[src/rtl/traffic_sched_pkg.sv]
// Shared scheduler types: state encoding, mode/phase codes, lane indices and
// the phase-to-lane mask helper used by the scheduler and its arbiter.
package traffic_sched_pkg;

    localparam int NUM_LANES  = 8;
    localparam int NUM_PHASES = 4;

    // Lane 0 is n2, lane 7 is w1; phase p owns lanes 2p and 2p+1.
    localparam int LANE_N2 = 0;
    localparam int LANE_W1 = 7;

    localparam logic [1:0] PHASE_N = 2'd0;
    localparam logic [1:0] PHASE_W = 2'd3;

    localparam logic [1:0] MODE_DAY   = 2'b00;
    localparam logic [1:0] MODE_NIGHT = 2'b01;
    localparam logic [1:0] MODE_PED   = 2'b10;
    localparam logic [1:0] MODE_EMG   = 2'b11;

    typedef enum logic [2:0] {
        ST_ALLRED,
        ST_GREEN,
        ST_YELLOW,
        ST_PED_WALK,
        ST_EMG_HOLD,
        ST_FLASH
    } schedState_t;

    function automatic logic [NUM_LANES-1:0] phaseMask(input logic [1:0] p);
        return 8'b0000_0011 << {p, 1'b0};
    endfunction

endpackage

[src/rtl/demand_arbiter.sv]
// Combinational demand arbiter: per-phase car sums, largest-demand pick with
// round-robin tie-break starting after the current phase, and demand flags.
module demand_arbiter
    import traffic_sched_pkg::*;
#(
    parameter int CNT_W = 8
) (
    input  logic [NUM_LANES*CNT_W-1:0] laneCounts,
    input  logic [1:0]                 curPhase,
    output logic [1:0]                 bestPhase,
    output logic                       anyDemand,
    output logic                       otherDemand,
    output logic                       ownDemand
);

    logic [CNT_W:0] demand [NUM_PHASES];
    logic [1:0]     cand;

    genvar gi;
    generate
        for (gi = 0; gi < NUM_PHASES; gi++) begin : g_sum
            assign demand[gi] = {1'b0, laneCounts[CNT_W*(2*gi) +: CNT_W]}
                              + {1'b0, laneCounts[CNT_W*(2*gi+1) +: CNT_W]};
        end
    endgenerate

    // Strict compare keeps the earliest phase in round-robin order on ties.
    always_comb begin
        bestPhase   = curPhase + 2'd1;
        cand        = bestPhase;
        anyDemand   = 1'b0;
        otherDemand = 1'b0;
        for (int k = 2; k <= NUM_PHASES; k++) begin
            cand = curPhase + 2'(k);
            if (demand[cand] > demand[bestPhase]) begin
                bestPhase = cand;
            end
        end
        for (int p = 0; p < NUM_PHASES; p++) begin
            if (demand[p] != '0) begin
                anyDemand = 1'b1;
                if (2'(p) != curPhase) begin
                    otherDemand = 1'b1;
                end
            end
        end
    end

    assign ownDemand = (demand[curPhase] != '0);

endmodule

[src/rtl/lane_phase_scheduler.sv]
// Four-way intersection phase sequencer with pedestrian walk and emergency
// pre-emption. Optional night flashing-yellow state: SCHED_NIGHT_FLASH_EN.
module lane_phase_scheduler
    import traffic_sched_pkg::*;
#(
    parameter int CNT_W     = 8,
    parameter int MIN_GREEN = 4,
    parameter int MAX_GREEN = 12,
    parameter int YELLOW    = 2,
    parameter int ALL_RED   = 1,
    parameter int PED_WALK  = 5
) (
    input  logic                       clk,
    input  logic                       rst,
    input  logic                       timeSignal,
    input  logic                       pedSignal,
    input  logic                       emgSignal,
    input  logic [NUM_LANES-1:0]       emgLane,
    input  logic [NUM_LANES*CNT_W-1:0] laneCounts,
    output logic [NUM_LANES-1:0]       trafficLightOutput,
    output logic [NUM_LANES-1:0]       yellowLightOutput,
    output logic [NUM_LANES-1:0]       walkingLightOutput,
    output logic [1:0]                 trafficMode,
    output logic [1:0]                 phase
);

    localparam int TIMER_W = 8;

    schedState_t          stateReg, stateNext;
    logic [TIMER_W-1:0]   timerReg, greenLimit;
    logic [1:0]           phaseNext, emgPhaseReg, emgTarget, bestPhase;
    logic                 pedPendingReg, pedPendingNext, pedClear, emgActive;
    logic                 anyDemand, otherDemand, ownDemand;
    logic [NUM_LANES-1:0] trafficNext, yellowNext, walkNext;
    logic [1:0]           modeNext;

    demand_arbiter #(.CNT_W(CNT_W)) arbiter (
        .laneCounts  (laneCounts),
        .curPhase    (phase),
        .bestPhase   (bestPhase),
        .anyDemand   (anyDemand),
        .otherDemand (otherDemand),
        .ownDemand   (ownDemand)
    );

    // Lowest set lane bit wins when several emergency lanes are flagged.
    always_comb begin
        emgTarget = PHASE_N;
        for (int i = LANE_W1; i >= LANE_N2; i--) begin
            if (emgLane[i]) begin
                emgTarget = 2'(i / 2);
            end
        end
    end

    assign emgActive  = emgSignal && (emgLane != '0);
    assign greenLimit = timeSignal ? TIMER_W'(2*MAX_GREEN - 1) : TIMER_W'(MAX_GREEN - 1);

    // Timer holds cycles already spent in the state, so "done" is N-1.
    always_comb begin
        stateNext = stateReg;
        phaseNext = phase;
        pedClear  = 1'b0;
        case (stateReg)
            ST_ALLRED: begin
                if (timerReg >= TIMER_W'(ALL_RED - 1)) begin
                    if (emgActive) begin
                        stateNext = ST_GREEN;
                        phaseNext = emgTarget;
                    end else if (pedPendingReg) begin
                        stateNext = ST_PED_WALK;
                    end else if (!anyDemand) begin
`ifdef SCHED_NIGHT_FLASH_EN
                        if (timeSignal) begin
                            stateNext = ST_FLASH;
                        end else
`endif
                        begin
                            stateNext = ST_GREEN;
                            phaseNext = timeSignal ? phase : phase + 2'd1;
                        end
                    end else begin
                        stateNext = ST_GREEN;
                        phaseNext = bestPhase;
                    end
                end
            end
            ST_GREEN: begin
                if (emgActive) begin
                    stateNext = (emgTarget == phase) ? ST_EMG_HOLD : ST_YELLOW;
                end else if (timerReg >= TIMER_W'(MIN_GREEN - 1) &&
                             (pedPendingReg ||
                              (otherDemand && (!ownDemand || timerReg >= greenLimit)))) begin
                    stateNext = ST_YELLOW;
                end
            end
            ST_YELLOW: begin
                if (timerReg >= TIMER_W'(YELLOW - 1)) begin
                    stateNext = ST_ALLRED;
                end
            end
            ST_PED_WALK: begin
                if (emgActive) begin
                    stateNext = ST_ALLRED;
                end else if (timerReg >= TIMER_W'(PED_WALK - 1)) begin
                    stateNext = ST_ALLRED;
                    pedClear  = 1'b1;
                end
            end
            ST_EMG_HOLD: begin
                if (!emgActive || emgTarget != emgPhaseReg) begin
                    stateNext = ST_YELLOW;
                end
            end
`ifdef SCHED_NIGHT_FLASH_EN
            ST_FLASH: begin
                if (anyDemand || pedPendingReg || emgActive) begin
                    stateNext = ST_ALLRED;
                end
            end
`endif
            default: stateNext = ST_ALLRED;
        endcase
    end

    assign pedPendingNext = pedClear ? 1'b0 : (pedPendingReg | pedSignal);

    always_comb begin
        trafficNext = '0;
        yellowNext  = '0;
        walkNext    = '0;
        case (stateNext)
            ST_GREEN, ST_EMG_HOLD: trafficNext = phaseMask(phaseNext);
            ST_YELLOW:             yellowNext  = phaseMask(phaseNext);
            ST_PED_WALK:           walkNext    = '1;
`ifdef SCHED_NIGHT_FLASH_EN
            ST_FLASH:              yellowNext  = (stateReg == ST_FLASH) ? ~yellowLightOutput : '1;
`endif
            default: ;
        endcase
        modeNext = emgActive                  ? MODE_EMG :
                   (stateNext == ST_PED_WALK) ? MODE_PED :
                   timeSignal                 ? MODE_NIGHT : MODE_DAY;
    end

    always_ff @(posedge clk or posedge rst) begin
        if (rst) begin
            stateReg           <= ST_ALLRED;
            phase              <= PHASE_W;
            timerReg           <= '0;
            pedPendingReg      <= 1'b0;
            emgPhaseReg        <= PHASE_N;
            trafficLightOutput <= '0;
            yellowLightOutput  <= '0;
            walkingLightOutput <= '0;
            trafficMode        <= MODE_DAY;
        end else begin
            stateReg      <= stateNext;
            phase         <= phaseNext;
            pedPendingReg <= pedPendingNext;
            if (stateNext != stateReg) begin
                timerReg <= '0;
            end else if (timerReg != '1) begin
                timerReg <= timerReg + 1'b1;
            end
            if (stateNext == ST_EMG_HOLD) begin
                emgPhaseReg <= phaseNext;
            end
            trafficLightOutput <= trafficNext;
            yellowLightOutput  <= yellowNext;
            walkingLightOutput <= walkNext;
            trafficMode        <= modeNext;
        end
    end

endmodule

[config.mk]
export PLATFORM = sky130hd
export DESIGN_NAME = lane_phase_scheduler
export DESIGN_NICKNAME = d
export VERILOG_FILES = /design/src/rtl/traffic_sched_pkg.sv /design/src/rtl/demand_arbiter.sv /design/src/rtl/lane_phase_scheduler.sv
export SDC_FILE = /design/constraint.sdc
export NUM_CORES = 1
export LEC_CHECK = 0
export CORE_UTILIZATION = 44
export DETAILED_ROUTE_END_ITERATION = 16
export PLACE_DENSITY = 0.69
export SLEW_MARGIN = 30
export SYNTH_ARGS = -nofsm -noshare
export SYNTH_HDL_FRONTEND = slang
export SYNTH_HIERARCHICAL = 1
export SYNTH_SLANG_ARGS = --single-unit
[constraint.sdc]
create_clock -name clk -period 23.4 [get_ports clk]
set_clock_uncertainty 0.1 [all_clocks]
set_input_delay 7.02 -clock clk [delete_from_list [all_inputs] [get_ports clk]]
set_output_delay 7.02 -clock clk [all_outputs]
set_load 0.01 [all_outputs]
==> out/metrics.csv <==
stage,metric,value,unit
layout,syn_to_final_growth,21.12,%
synth,syn_nets,702,
critical_path,startpoint_type,input pin,
clock_network,cts-root-buf,clkbuf_16,
global_routing,grt_use_total,22.92,%
timing,final.setup.tns,0,ns
critical_path,critPathKind,in -> reg,
critical_path,reg2reg_slack,13.34,ns
drt,wl,14.67,mm
critical_path,crit_arrival,16.92,ns
timing,hold_viol,0,
timing,period_minus_slack,16.81,ns
drt,num_vias,4975,
drt,ant_nets,0,
timing,max_freq,0.05948,GHz
synth,async_flop_share,100.0,%
synth,synth_cells,551,
global_routing,antenna_found_initial,0,
clock_network,clk_latency,0.26,ns
global_routing,grt_max_degree,37,
die,fp.coreArea,12010,um^2
layout,diodes,0,
synth,synth_area,5433,um^2
synth,synth_edf_count,0,
synth,synthTopCellsByArea,"mux4_2 18%, ha_1 16%, dfrtp_1 12%, mux2i_1 2.8%, nor2_1 2.4%",
critical_path,cp_common_cell,ha_1,
timing,rsz0062_at_grt,no,
drt,dr.pass1.iters,5,
die,start_util,45.23,%
critical_path,required,23.50,ns
timing,setup_viol,0,
clock_network,ctsResizeCount,0,
global_routing,grt_pass1_vias,4800,
synth,syn_area_per_cell,9.860,um^2
timing,layout_setup_ws,6.588,ns
global_routing,grt_overflow_total,0,
global_routing,grt_pass1_wl,23.79,mm
placed_design,dp_hpwl,11.48,mm
synth,yosys_warnings,6,
synth,synthFlopType,dfrtp_1,
clock_network,cts.reportedPaths.clkPinSlew,0.07,ns
timing,layout_worst_path_cycle_share,71.84,%
drt,drt_iter0_drc,406,
layout,fin_util,54.78,%
run_status,status,"complete, no violations",
critical_path,critPathMaxFanout,15,
worst_hold_path,holdCritPathClass,reg -> reg,
critical_path,critical_path.max_stage_delay,0.59,ns
placed_design,pre_cts_ws,6.496,ns
placed_design,globalplace.congestion,0.8659,
synth,synth_seq_cells,27,
job,drv_cap,0,
timing,tightest_slew,0.8999,ns
synth,yosysTopAreaCell,mux4_2,
clock_network,clk_path_buf_depth,2,
critical_path,end_kind,flop,
die,dieArea,12800,um^2
clock_network,cts_buffers,3,
clock_network,cts.sinks,27,
drt,drcViolationCount,0,
layout,finalNetCount,783,
clock_network,ctsHtreeMaxLevel,1,
synth,yosysSeqAreaShare,12.48,%
critical_path,slowest_stage,mux4_2,
die,io-pin-count,105,
clock_network,postCtsHoldBufs,0,
drt,wl_per_cell,18.86,um
layout,fin_cells,778,
synth,synth_top_area_share,17.83,%
placed_design,dpl.cell_count,774,
layout,drive_gt1_share,15.53,%
timing,slew_violations,0,
placed_design,io_buffers,104,
synth,synth_cell_types,80,
die,rows,40,
clock_network,cts_setup_buffers,0,
die,die_w,113.1,um
clock_network,cts_tree,yes,
timing,relSlewSlack,39.58,%
die,die_h,113.1,um
drt,vias_per_cell,6.395,
[synthesized netlist by cell type, drive strengths merged (3+ instances only)]
| cell type | count |
|---|---|
| a2111oi | 3 |
| mux2i | 15 |
| xnor2 | 12 |
| nand4 | 10 |
| o31ai | 10 |
| a41oi | 4 |
| o21a | 12 |
| o2bb2ai | 5 |
| dfrtp | 25 |
| o21ai | 18 |
| and2 | 4 |
| o2111ai | 4 |
| clkbuf | 8 |
| nor4 | 8 |
| nor3 | 20 |
| mux4 | 47 |
| mux2 | 6 |
| ha | 70 |
| buf | 26 |
| nand2 | 16 |
| fa | 4 |
| nand3 | 13 |
| xor2 | 10 |
| a211oi | 19 |
| nor2b | 6 |
| a21o | 17 |
| and3 | 5 |
| a21oi | 29 |
| nor2 | 35 |
| o21bai | 8 |
| or2 | 3 |
| and3b | 4 |
| o211ai | 3 |
| or4 | 9 |
| inv | 32 |
[cells in the final DEF (no fill, tap or decap), types with 4 or more instances in the layout]
cell type        synthesis  routed
dfrtp_1                 25      25
and2_1                   4       4
a21oi_2                  8       8
mux4_1                   4       4
a211oi_1                16      16
nor3_2                   4       4
xor2_1                  10      10
a41oi_1                  4       4
xnor2_1                 10      10
mux2i_1                 15      15
o2bb2ai_1                5       5
or4_1                    6       6
and3b_1                  4       4
mux2_2                   6       6
nor2b_1                  6       6
nor3_1                  15      15
o21ai_0                 16      16
nand4_1                 10      10
o21a_1                  11      11
o2111ai_1                4       4
clkdlybuf4s50_1          0     104
o31ai_1                  9       9
a21o_1                  17      17
o21bai_1                 8       8
nand2_1                 15      15
nor4_1                   8       8
and3_1                   5       5
inv_1                   30      29
fa_1                     4       4
buf_4                   17       6
a21oi_1                 21      21
nor2_1                  35      35
mux4_2                  43      43
ha_1                    70      70
nand3_1                 13      13
[flip-flops by register name (all words and copies together) (netlist names), 2 cells and up]
signal and flops:
emgPhaseReg 2, phase 2, stateReg 3, yellowLightOutput 4, trafficMode 2, timerReg 8, trafficLightOutput 4
[worst max-delay path: cells and delay by family]
kind                       cells  cell delay, ns
xor gates and xnor gates       3            1.18
and+or+nand+nor                8            1.15
AOI/OAI and AO/OA             12            3.77
muxes                          3            1.54
adders and majority gates      5            1.59
buffers and inverters          3            0.66
[path summary, 6_finish.rpt]
check	from	to	cells after the start
worst max-delay path	laneCounts[16]	yellowLightOutput[5]$_DFF_PP0_	34
worst min-delay path	emgPhaseReg[1]$_DFFE_PP0N_	emgPhaseReg[1]$_DFFE_PP0N_	2
worst max register to register	phase[0]$_DFF_PP1_	yellowLightOutput[5]$_DFF_PP0_	31
worst min register to register	emgPhaseReg[1]$_DFFE_PP0N_	emgPhaseReg[1]$_DFFE_PP0N_	2
max in group asynchronous	rst	phase[1]$_DFF_PP1_	2
min in group asynchronous	rst	yellowLightOutput[6]$_DFF_PP0_	2
[cells by family (layout without fill, tap and decap cells)]
| family | count (synthesis) | in the layout | share of synthesized area, % |
|---|---|---|---|
| AOI/OAI and AO/OA | 147 | 147 | 20.36 |
| and+or+nand+nor | 147 | 147 | 15.75 |
| adders and majority gates | 74 | 74 | 17.60 |
| muxes | 68 | 68 | 23.77 |
| buffers and inverters | 66 | 146 | 6.011 |
| DFF | 27 | 27 | 12.48 |
| xor gates and xnor gates | 22 | 22 | 4.030 |
[stage by stage]
stage | instance area, um^2 | hold slack (ns)
detailed placement | 6496 | 0.5201
finish | 6580 | 0.5350
global placement | 6496 | 0.5005
global route | 6580 | 0.5562
CTS | 6580 | 0.5307
floorplan | 5433 | 0.4595
[area by class of cell]
cell class,count,area [um^2]
Clock buffer,3,75.07
Clock inverter,1,8.758
Fill cell,1056,5431
Inverter,32,120.1
Multi-Input combinational cell,458,4428
Sequential cell,27,678.2
Tap cell,147,183.9
Timing Repair Buffer,110,1086
[layer usage]
metal  up-vias  share of wire (%)  track usage (%)
met1      2416                 44            32.11
li1       2340                  -                -
met3        24                6.1            1.768
met5         -                  0                0
met2       195                 48            38.61
met4         0                2.2            5.439
Power is left out: the tool's default activity adds up to more than one toggle a clock period on the data nets, which glitch-free logic cannot reach.
